<file path="src/rtl/kmeans_pkg.sv">
// Shared types and width helpers for the k-means clustering engine.
package kmeans_pkg;

  localparam int DEF_DATA_W   = 16;
  localparam int DEF_N_PTS    = 16;
  localparam int DEF_K        = 4;
  localparam int DEF_MAX_ITER = 15;

  typedef enum logic [2:0] {
    IDLE,
    INIT,
    ASSIGN,
    UPDATE,
    CHECK,
    FINISH
  } state_t;

  // Width of a per-cluster sum: worst case is every point at full scale.
  function automatic int sum_w(input int data_w, input int n_pts);
    return data_w + $clog2(n_pts);
  endfunction

  // Width of a per-cluster count: must hold the value n_pts itself.
  function automatic int cnt_w(input int n_pts);
    return $clog2(n_pts) + 1;
  endfunction

endpackage

</file>
<file path="src/rtl/kmeans_divider.sv">
// Restoring unsigned divider, one quotient bit per cycle.
// A start pulse while idle loads the operands; done pulses for one cycle
// when the quotient is valid. Reset aborts any division in progress.
module kmeans_divider #(
  parameter int DW = 20,
  parameter int VW = 5
) (
  input  logic          clk,
  input  logic          reset,
  input  logic          start,
  input  logic [DW-1:0] dividend,
  input  logic [VW-1:0] divisor,
  output logic          busy,
  output logic          done,
  output logic [DW-1:0] quotient
);

  localparam int CNTW = $clog2(DW + 1);

  logic [DW-1:0]   q;
  logic [VW-1:0]   r;
  logic [CNTW-1:0] cnt;
  logic [VW:0]     shifted;
  logic [VW:0]     trial;
  logic            fits;

  // Trial subtraction of the divisor from the partial remainder.
  always_comb begin
    shifted = {r, q[DW-1]};
    fits    = (shifted >= {1'b0, divisor});
    trial   = shifted - {1'b0, divisor};
  end

  // Shift the dividend through, building the quotient in place.
  always_ff @(posedge clk) begin
    if (reset) begin
      busy <= 1'b0;
      done <= 1'b0;
      q    <= '0;
      r    <= '0;
      cnt  <= '0;
    end else begin
      done <= 1'b0;
      if (start && !busy) begin
        q    <= dividend;
        r    <= '0;
        cnt  <= CNTW'(DW);
        busy <= 1'b1;
      end else if (busy) begin
        if (fits) begin
          r <= trial[VW-1:0];
          q <= {q[DW-2:0], 1'b1};
        end else begin
          r <= shifted[VW-1:0];
          q <= {q[DW-2:0], 1'b0};
        end
        cnt <= cnt - CNTW'(1);
        if (cnt == CNTW'(1)) begin
          busy <= 1'b0;
          done <= 1'b1;
        end
      end
    end
  end

  assign quotient = q;

endmodule

</file>
<file path="src/rtl/kmeans_cluster_engine.sv">
// One-dimensional k-means clustering engine.
// Points are loaded through a write port while idle; a start pulse seeds the
// centroids from the first K points and iterates assign/update until no
// centroid moves or MAX_ITER iterations have run.
// Optional macro KMEANS_LABEL_OUT_EN adds a per-point label read port.
module kmeans_cluster_engine
  import kmeans_pkg::*;
#(
  parameter int DATA_W   = DEF_DATA_W,
  parameter int N_PTS    = DEF_N_PTS,
  parameter int K        = DEF_K,
  parameter int MAX_ITER = DEF_MAX_ITER
) (
  input  logic                     clk,
  input  logic                     reset,
  input  logic                     start,
  input  logic                     ld_we,
  input  logic [$clog2(N_PTS)-1:0] ld_addr,
  input  logic [DATA_W-1:0]        ld_data,
  output logic                     busy,
  output logic                     done,
  output logic                     converged,
  output logic [7:0]               iter_cnt,
`ifdef KMEANS_LABEL_OUT_EN
  input  logic [$clog2(N_PTS)-1:0] lb_addr,
  output logic [$clog2(K)-1:0]     lb_data,
`endif
  input  logic [$clog2(K)-1:0]     c_addr,
  output logic [DATA_W-1:0]        c_data
);

  localparam int PW = $clog2(N_PTS);
  localparam int KW = $clog2(K);
  localparam int SW = sum_w(DATA_W, N_PTS);
  localparam int CW = cnt_w(N_PTS);

  state_t            state;
  logic [DATA_W-1:0] pts  [N_PTS];
  logic [DATA_W-1:0] cent [K];
  logic [SW-1:0]     sums [K];
  logic [CW-1:0]     cnts [K];
  logic [K-1:0]      changed;
  logic [PW-1:0]     pt_idx;
  logic [KW-1:0]     kidx;
  logic              upd_wait;

  logic [DATA_W-1:0] cur_pt;
  logic [DATA_W-1:0] best_d;
  logic [DATA_W-1:0] dk;
  logic [KW-1:0]     best_k;

  logic              div_start;
  logic              div_busy;
  logic              div_done;
  logic [SW-1:0]     div_q;
  logic [SW-1:0]     div_dividend;
  logic [CW-1:0]     div_divisor;
  logic [DATA_W-1:0] div_res;
  logic              unused_q_hi;

`ifdef KMEANS_LABEL_OUT_EN
  logic [KW-1:0]     lbl [N_PTS];
`endif

  function automatic logic [DATA_W-1:0] absdiff(input logic [DATA_W-1:0] a,
                                                input logic [DATA_W-1:0] b);
    return (a >= b) ? (a - b) : (b - a);
  endfunction

  // Point memory: writable only while idle, never cleared by reset.
  always_ff @(posedge clk) begin
    if (ld_we && state == IDLE) pts[ld_addr] <= ld_data;
  end

  // Nearest-centroid search over all clusters; strict compare keeps the lowest index on ties.
  always_comb begin
    cur_pt = pts[pt_idx];
    best_k = '0;
    best_d = absdiff(cur_pt, cent[0]);
    dk     = '0;
    for (int unsigned k = 1; k < K; k++) begin
      dk = absdiff(cur_pt, cent[k]);
      if (dk < best_d) begin
        best_d = dk;
        best_k = KW'(k);
      end
    end
  end

  assign div_dividend = sums[kidx];
  assign div_divisor  = cnts[kidx];
  assign div_res      = div_q[DATA_W-1:0];
  // Quotient never exceeds the largest sample, so the top bits are always zero.
  assign unused_q_hi  = ^div_q[SW-1:DATA_W];

  kmeans_divider #(
    .DW(SW),
    .VW(CW)
  ) u_div (
    .clk     (clk),
    .reset   (reset),
    .start   (div_start),
    .dividend(div_dividend),
    .divisor (div_divisor),
    .busy    (div_busy),
    .done    (div_done),
    .quotient(div_q)
  );

  // Control FSM with registered status outputs and all clustering state.
  always_ff @(posedge clk) begin
    if (reset) begin
      state     <= IDLE;
      busy      <= 1'b0;
      done      <= 1'b0;
      converged <= 1'b0;
      iter_cnt  <= '0;
      changed   <= '0;
      pt_idx    <= '0;
      kidx      <= '0;
      upd_wait  <= 1'b0;
      div_start <= 1'b0;
      for (int unsigned k = 0; k < K; k++) begin
        cent[k] <= '0;
        sums[k] <= '0;
        cnts[k] <= '0;
      end
`ifdef KMEANS_LABEL_OUT_EN
      for (int unsigned p = 0; p < N_PTS; p++) lbl[p] <= '0;
`endif
    end else begin
      done      <= 1'b0;
      div_start <= 1'b0;
      case (state)
        IDLE: begin
          if (start) begin
            state     <= INIT;
            busy      <= 1'b1;
            converged <= 1'b0;
            kidx      <= '0;
          end
        end

        INIT: begin
          cent[kidx] <= pts[PW'(kidx)];
          iter_cnt   <= '0;
          changed    <= '0;
          for (int unsigned k = 0; k < K; k++) begin
            sums[k] <= '0;
            cnts[k] <= '0;
          end
          if (kidx == KW'(K - 1)) begin
            state  <= ASSIGN;
            pt_idx <= '0;
          end else begin
            kidx <= kidx + KW'(1);
          end
        end

        ASSIGN: begin
          sums[best_k] <= sums[best_k] + SW'(cur_pt);
          cnts[best_k] <= cnts[best_k] + CW'(1);
`ifdef KMEANS_LABEL_OUT_EN
          lbl[pt_idx]  <= best_k;
`endif
          if (pt_idx == PW'(N_PTS - 1)) begin
            state    <= UPDATE;
            kidx     <= '0;
            upd_wait <= 1'b0;
            changed  <= '0;
          end else begin
            pt_idx <= pt_idx + PW'(1);
          end
        end

        // Clusters are visited in order; empty clusters skip the divider and keep their centroid.
        UPDATE: begin
          if (!upd_wait) begin
            if (cnts[kidx] == '0) begin
              if (kidx == KW'(K - 1)) state <= CHECK;
              else                    kidx  <= kidx + KW'(1);
            end else if (!div_busy) begin
              div_start <= 1'b1;
              upd_wait  <= 1'b1;
            end
          end else if (div_done) begin
            upd_wait <= 1'b0;
            if (div_res != cent[kidx]) changed[kidx] <= 1'b1;
            cent[kidx] <= div_res;
            if (kidx == KW'(K - 1)) state <= CHECK;
            else                    kidx  <= kidx + KW'(1);
          end
        end

        CHECK: begin
          iter_cnt <= iter_cnt + 8'd1;
          if (changed == '0) begin
            state     <= FINISH;
            done      <= 1'b1;
            converged <= 1'b1;
          end else if (iter_cnt + 8'd1 == 8'(MAX_ITER)) begin
            state     <= FINISH;
            done      <= 1'b1;
            converged <= 1'b0;
          end else begin
            for (int unsigned k = 0; k < K; k++) begin
              sums[k] <= '0;
              cnts[k] <= '0;
            end
            pt_idx <= '0;
            state  <= ASSIGN;
          end
        end

        FINISH: begin
          busy  <= 1'b0;
          state <= IDLE;
        end

        default: state <= IDLE;
      endcase
    end
  end

  assign c_data = cent[c_addr];

`ifdef KMEANS_LABEL_OUT_EN
  assign lb_data = lbl[lb_addr];
`endif

endmodule

</file>
<file path="config.mk">
export PLATFORM = sky130hd
export DESIGN_NAME = kmeans_cluster_engine
export DESIGN_NICKNAME = d
export VERILOG_FILES = /design/src/rtl/kmeans_pkg.sv /design/src/rtl/kmeans_divider.sv /design/src/rtl/kmeans_cluster_engine.sv
export SDC_FILE = /design/constraint.sdc
export NUM_CORES = 1
export LEC_CHECK = 0
export CAP_MARGIN = 10
export CORE_UTILIZATION = 45
export DETAILED_ROUTE_END_ITERATION = 12
export PLACE_DENSITY = 0.63
export SETUP_SLACK_MARGIN = 0.05
export SYNTH_ARGS = -nofsm -noshare
export SYNTH_HDL_FRONTEND = slang
export SYNTH_SLANG_ARGS = --single-unit
</file>
<file path="constraint.sdc">
create_clock -name clk -period 19.5 [get_ports clk]
set_clock_uncertainty 0.1 [all_clocks]
set_input_delay 3.9 -clock clk [delete_from_list [all_inputs] [get_ports clk]]
set_output_delay 3.9 -clock clk [all_outputs]
set_load 0.005 [all_outputs]
</file>
==> summary.txt <==
Placed design
  – Post-DP HPWL: 58290 um
  – IO buf count: 52
  – DP Worst Slack: 2.827 ns
  – Gpl congestion: 0.9874

Timing
  – Final hold viol count: 0
  – Highest Clock Rate: 59.59 MHz
  – RSZ-0062 raised after global routing: false
  – Rel. slew slack: 30.45%
  – Setup ws final: 2.718 ns
  – Pins over their slew limit: 0
  – Worst hold slack: 0.3795 ns
  – Min Clock Period, post-route: 16.78 ns
  – Endpoints failing setup: 0
  – Actual slew at the worst max-slew pin: 1.043 ns
  – Setup total negative slack: 0 ns
  – Final period utilization: 86.06%

Routing
  – WL met2: 38160 um
  – Top layer in use: met4
  – DRC violations left: 0
  – Post-DRT Antenna Nets: 0
  – Vias per cell: 5.893
  – Met3 wire length: 4503 um
  – Initial DRC count: 1920
  – Via count: 19860
  – Final wirelength: 79530 um
  – Metal-1 WL: 34560 um
  – Pre-antenna DRT Iters: 5
  – Routed length per instance: 23.60 um

Die
  – Die height: 256.7 um
  – Total die area: 65920 um^2
  – Row cnt: 93
  – Std-Cell Core Area: 64230 um^2
  – Starting Density: 45.47%
  – Boundary Pins: 53
  – Die width: 256.7 um

Clocking
  – Post-CTS setup buffers: 0
  – # hold bufs at CTS: 0
  – Clock root buffer: clkbuf_16
  – Clock-pin transition on the worst setup and hold timing paths: 0.06 ns
  – Clock H-tree levels: 2
  – CTS Buffer Depth: 3
  – CTS tree: built
  – Num CTS Buffers: 50
  – Number of clock sinks: 484
  – Post-CTS sizing: 0
  – Later-pin clock latency in the skew report: 0.61 ns

Worst hold path
  – Hold Crit Start: u_div.r[4]$_SDFFE_PP0P_
  – Worst Hold Class: reg2reg
  – Hold worst-path end: u_div.r[4]$_SDFFE_PP0P_
  – Hold path cells: 2

Status
  – Outcome: finished clean

Synth
  – Synth cell count leaders: 420 x edfxtp_1, 303 x nor2_1, 194 x ha_1, 174 x a21oi_1, 163 x inv_1
  – Syn Inst Count: 2441
  – Ys Warns: 0
  – Adder-cell share of the synthesized area: 8.997%
  – Top-count cell post-synth: edfxtp_1
  – Synth Area in XOR/XNOR: 2.909%
  – Post-synth top flop: edfxtp_1
  – Yosys reg bits: 484
  – Post-synth cell types: 89
  – Share of the synthesized area in the top cell type: 43.19%
  – Mapped Nets: 2671
  – Simple-gate share of the synthesized area: 9.987%
  – Largest family of logic cells by synthesized area: multiplexers
  – Mux contribution to synthesized area: 16.20%
  – Syn avg cell area: 11.96 um^2
  – Main area contributors after synthesis: edfxtp_1 43%, mux4_2 12%, ha_1 8.3%
  – Share of the yosys chip area belonging to registers: 47.57%
  – Post-synth EDFFs: 420
  – Post-Syn Area: 29200 um^2
  – Compound-Gate Fraction of Synth Area: 10.51%
  – Ys async rst share: 0%
  – Yosys top cell by area: edfxtp_1

Final layout
  – Layout cell share with drive strength beyond 1: 14.39%
  – Final Util: 50.18%
  – P&R area growth vs syn: 10.37%
  – Antenna fix cells: 0
  – Final #Nets: 2708

Worst setup path
  – Largest delay share family, worst path: compound AO/OA/AOI/OAI gates
  – Crit path largest cell delay: 0.92 ns
  – Worst path slowest cell: dfxtp_4
  – Crit Reg-Reg Endpoint: sums[2][19]$_SDFFCE_PN0P_
  – FF-to-FF path depth: 52
  – Crit path arrival time: 17.02 ns
  – CP Capture Type: flop
  – Critical path required time: 19.74 ns
  – Kind of start point of the critical path: flop
  – Buf/Inv on CP: 5
  – Critical path class: reg2reg
  – Largest fanout on the critical path: 49
  – R2r setup slk: 2.72 ns
  – Most frequent CP cell: a21oi_1

Global routing
  – Pin count of the biggest net entering global routing: 74
  – GR Util All Layers: 24.14%
  – First-pass GRT wire length: 120700 um
  – GR Overflow Total: 0
  – Vias in the first global route: 19840
  – Initial antenna violation count: 0

Job
  – Max Cap Violations: 0
[state kept, by name, indices dropped and copies added (netlist names), named ones only]
name            cells
busy                1
cent               64
changed             4
cnts               20
converged           1
div_start           1
done                1
iter_cnt            8
kidx                2
pt_idx              4
pts               256
state               3
sums               80
u_div.busy          1
u_div.cnt           5
u_div.done          1
u_div.quotient     20
u_div.r             5
upd_wait            1
[cell usage in the layout (no fill, tap or decap), types with 35 or more instances in the layout]
| cell type | n |
|---|---|
| clkdlybuf4s50_1 | 51 |
| o21ai_0 | 75 |
| nor2_1 | 303 |
| mux4_2 | 153 |
| xnor2_1 | 62 |
| xor2_1 | 35 |
| a21o_1 | 62 |
| a21oi_1 | 174 |
| mux2i_1 | 85 |
| buf_4 | 43 |
| dfxtp_1 | 59 |
| ha_1 | 194 |
| nand2_1 | 115 |
| edfxtp_1 | 420 |
| inv_1 | 163 |
| clkbuf_16 | 52 |
[metrics by stage]
step           instance area [um^2]  cells
6_report                      32230   3370
5_1_grt                       32230   3370
4_1_cts                       32230   3370
3_5_place_dp                  30660   3281
3_3_place_gp                  30660   3280
2_1_floorplan                 29200   2441
[how the worst max path moves through the flow]
| stage | end | from | depth (start not counted) | slack (ns) |
|---|---|---|---|---|
| 2_1_floorplan | sums[0][19]$_SDFFCE_PN0P_ | flop | 68 | 5.27 |
| 3_3_place_gp | sums[2][19]$_SDFFCE_PN0P_ | flop | 53 | 2.53 |
| 3_5_place_dp | sums[2][17]$_SDFFCE_PN0P_ | flop | 54 | 2.83 |
| 4_1_cts | sums[2][19]$_SDFFCE_PN0P_ | flop | 52 | 2.76 |
| 5_1_grt | sums[2][19]$_SDFFCE_PN0P_ | flop | 54 | 1.44 |
| 6_report | sums[2][19]$_SDFFCE_PN0P_ | flop | 52 | 2.72 |
[worst register-to-register path: cells and delay by family (launching register included)]
family	cells	cell delay [ns]
muxes	5	2.46
xor gates and xnor gates	2	0.77
buffers and inverters	5	1.91
and+or+nand+nor	5	0.99
AOI/OAI and AO/OA	30	7.61
adders and majority gates	5	1.73
DFF	1	0.92
[area by class of cell]
type	count	area, um^2
Tap cell	855	1070
Fill cell	5584	32000
Sequential cell	484	13900
Multi-Input combinational cell	1683	14230
Clock buffer	73	1420
Clock inverter	16	148.9
Inverter	164	615.6
Timing Repair Buffer	95	838.3
[logic make-up (layout without fill, tap and decap cells)]
logic type | Yosys count | count (layout)
fa+ha+maj | 204 | 204
buf+inv | 274 | 348
flops | 484 | 484
compound gates | 478 | 478
mux | 276 | 276
simple gates | 628 | 628
xor+xnor | 97 | 97
[metal layers]
layer	vias to the layer above	track usage [%]
met1	9919	33.07
met2	691	40.17
met4	0	7.639
met5	-	0
li1	9148	-
met3	103	2.679
Power is left out: the tool's default activity adds up to more than one toggle a clock period on the data nets, which glitch-free logic cannot reach.
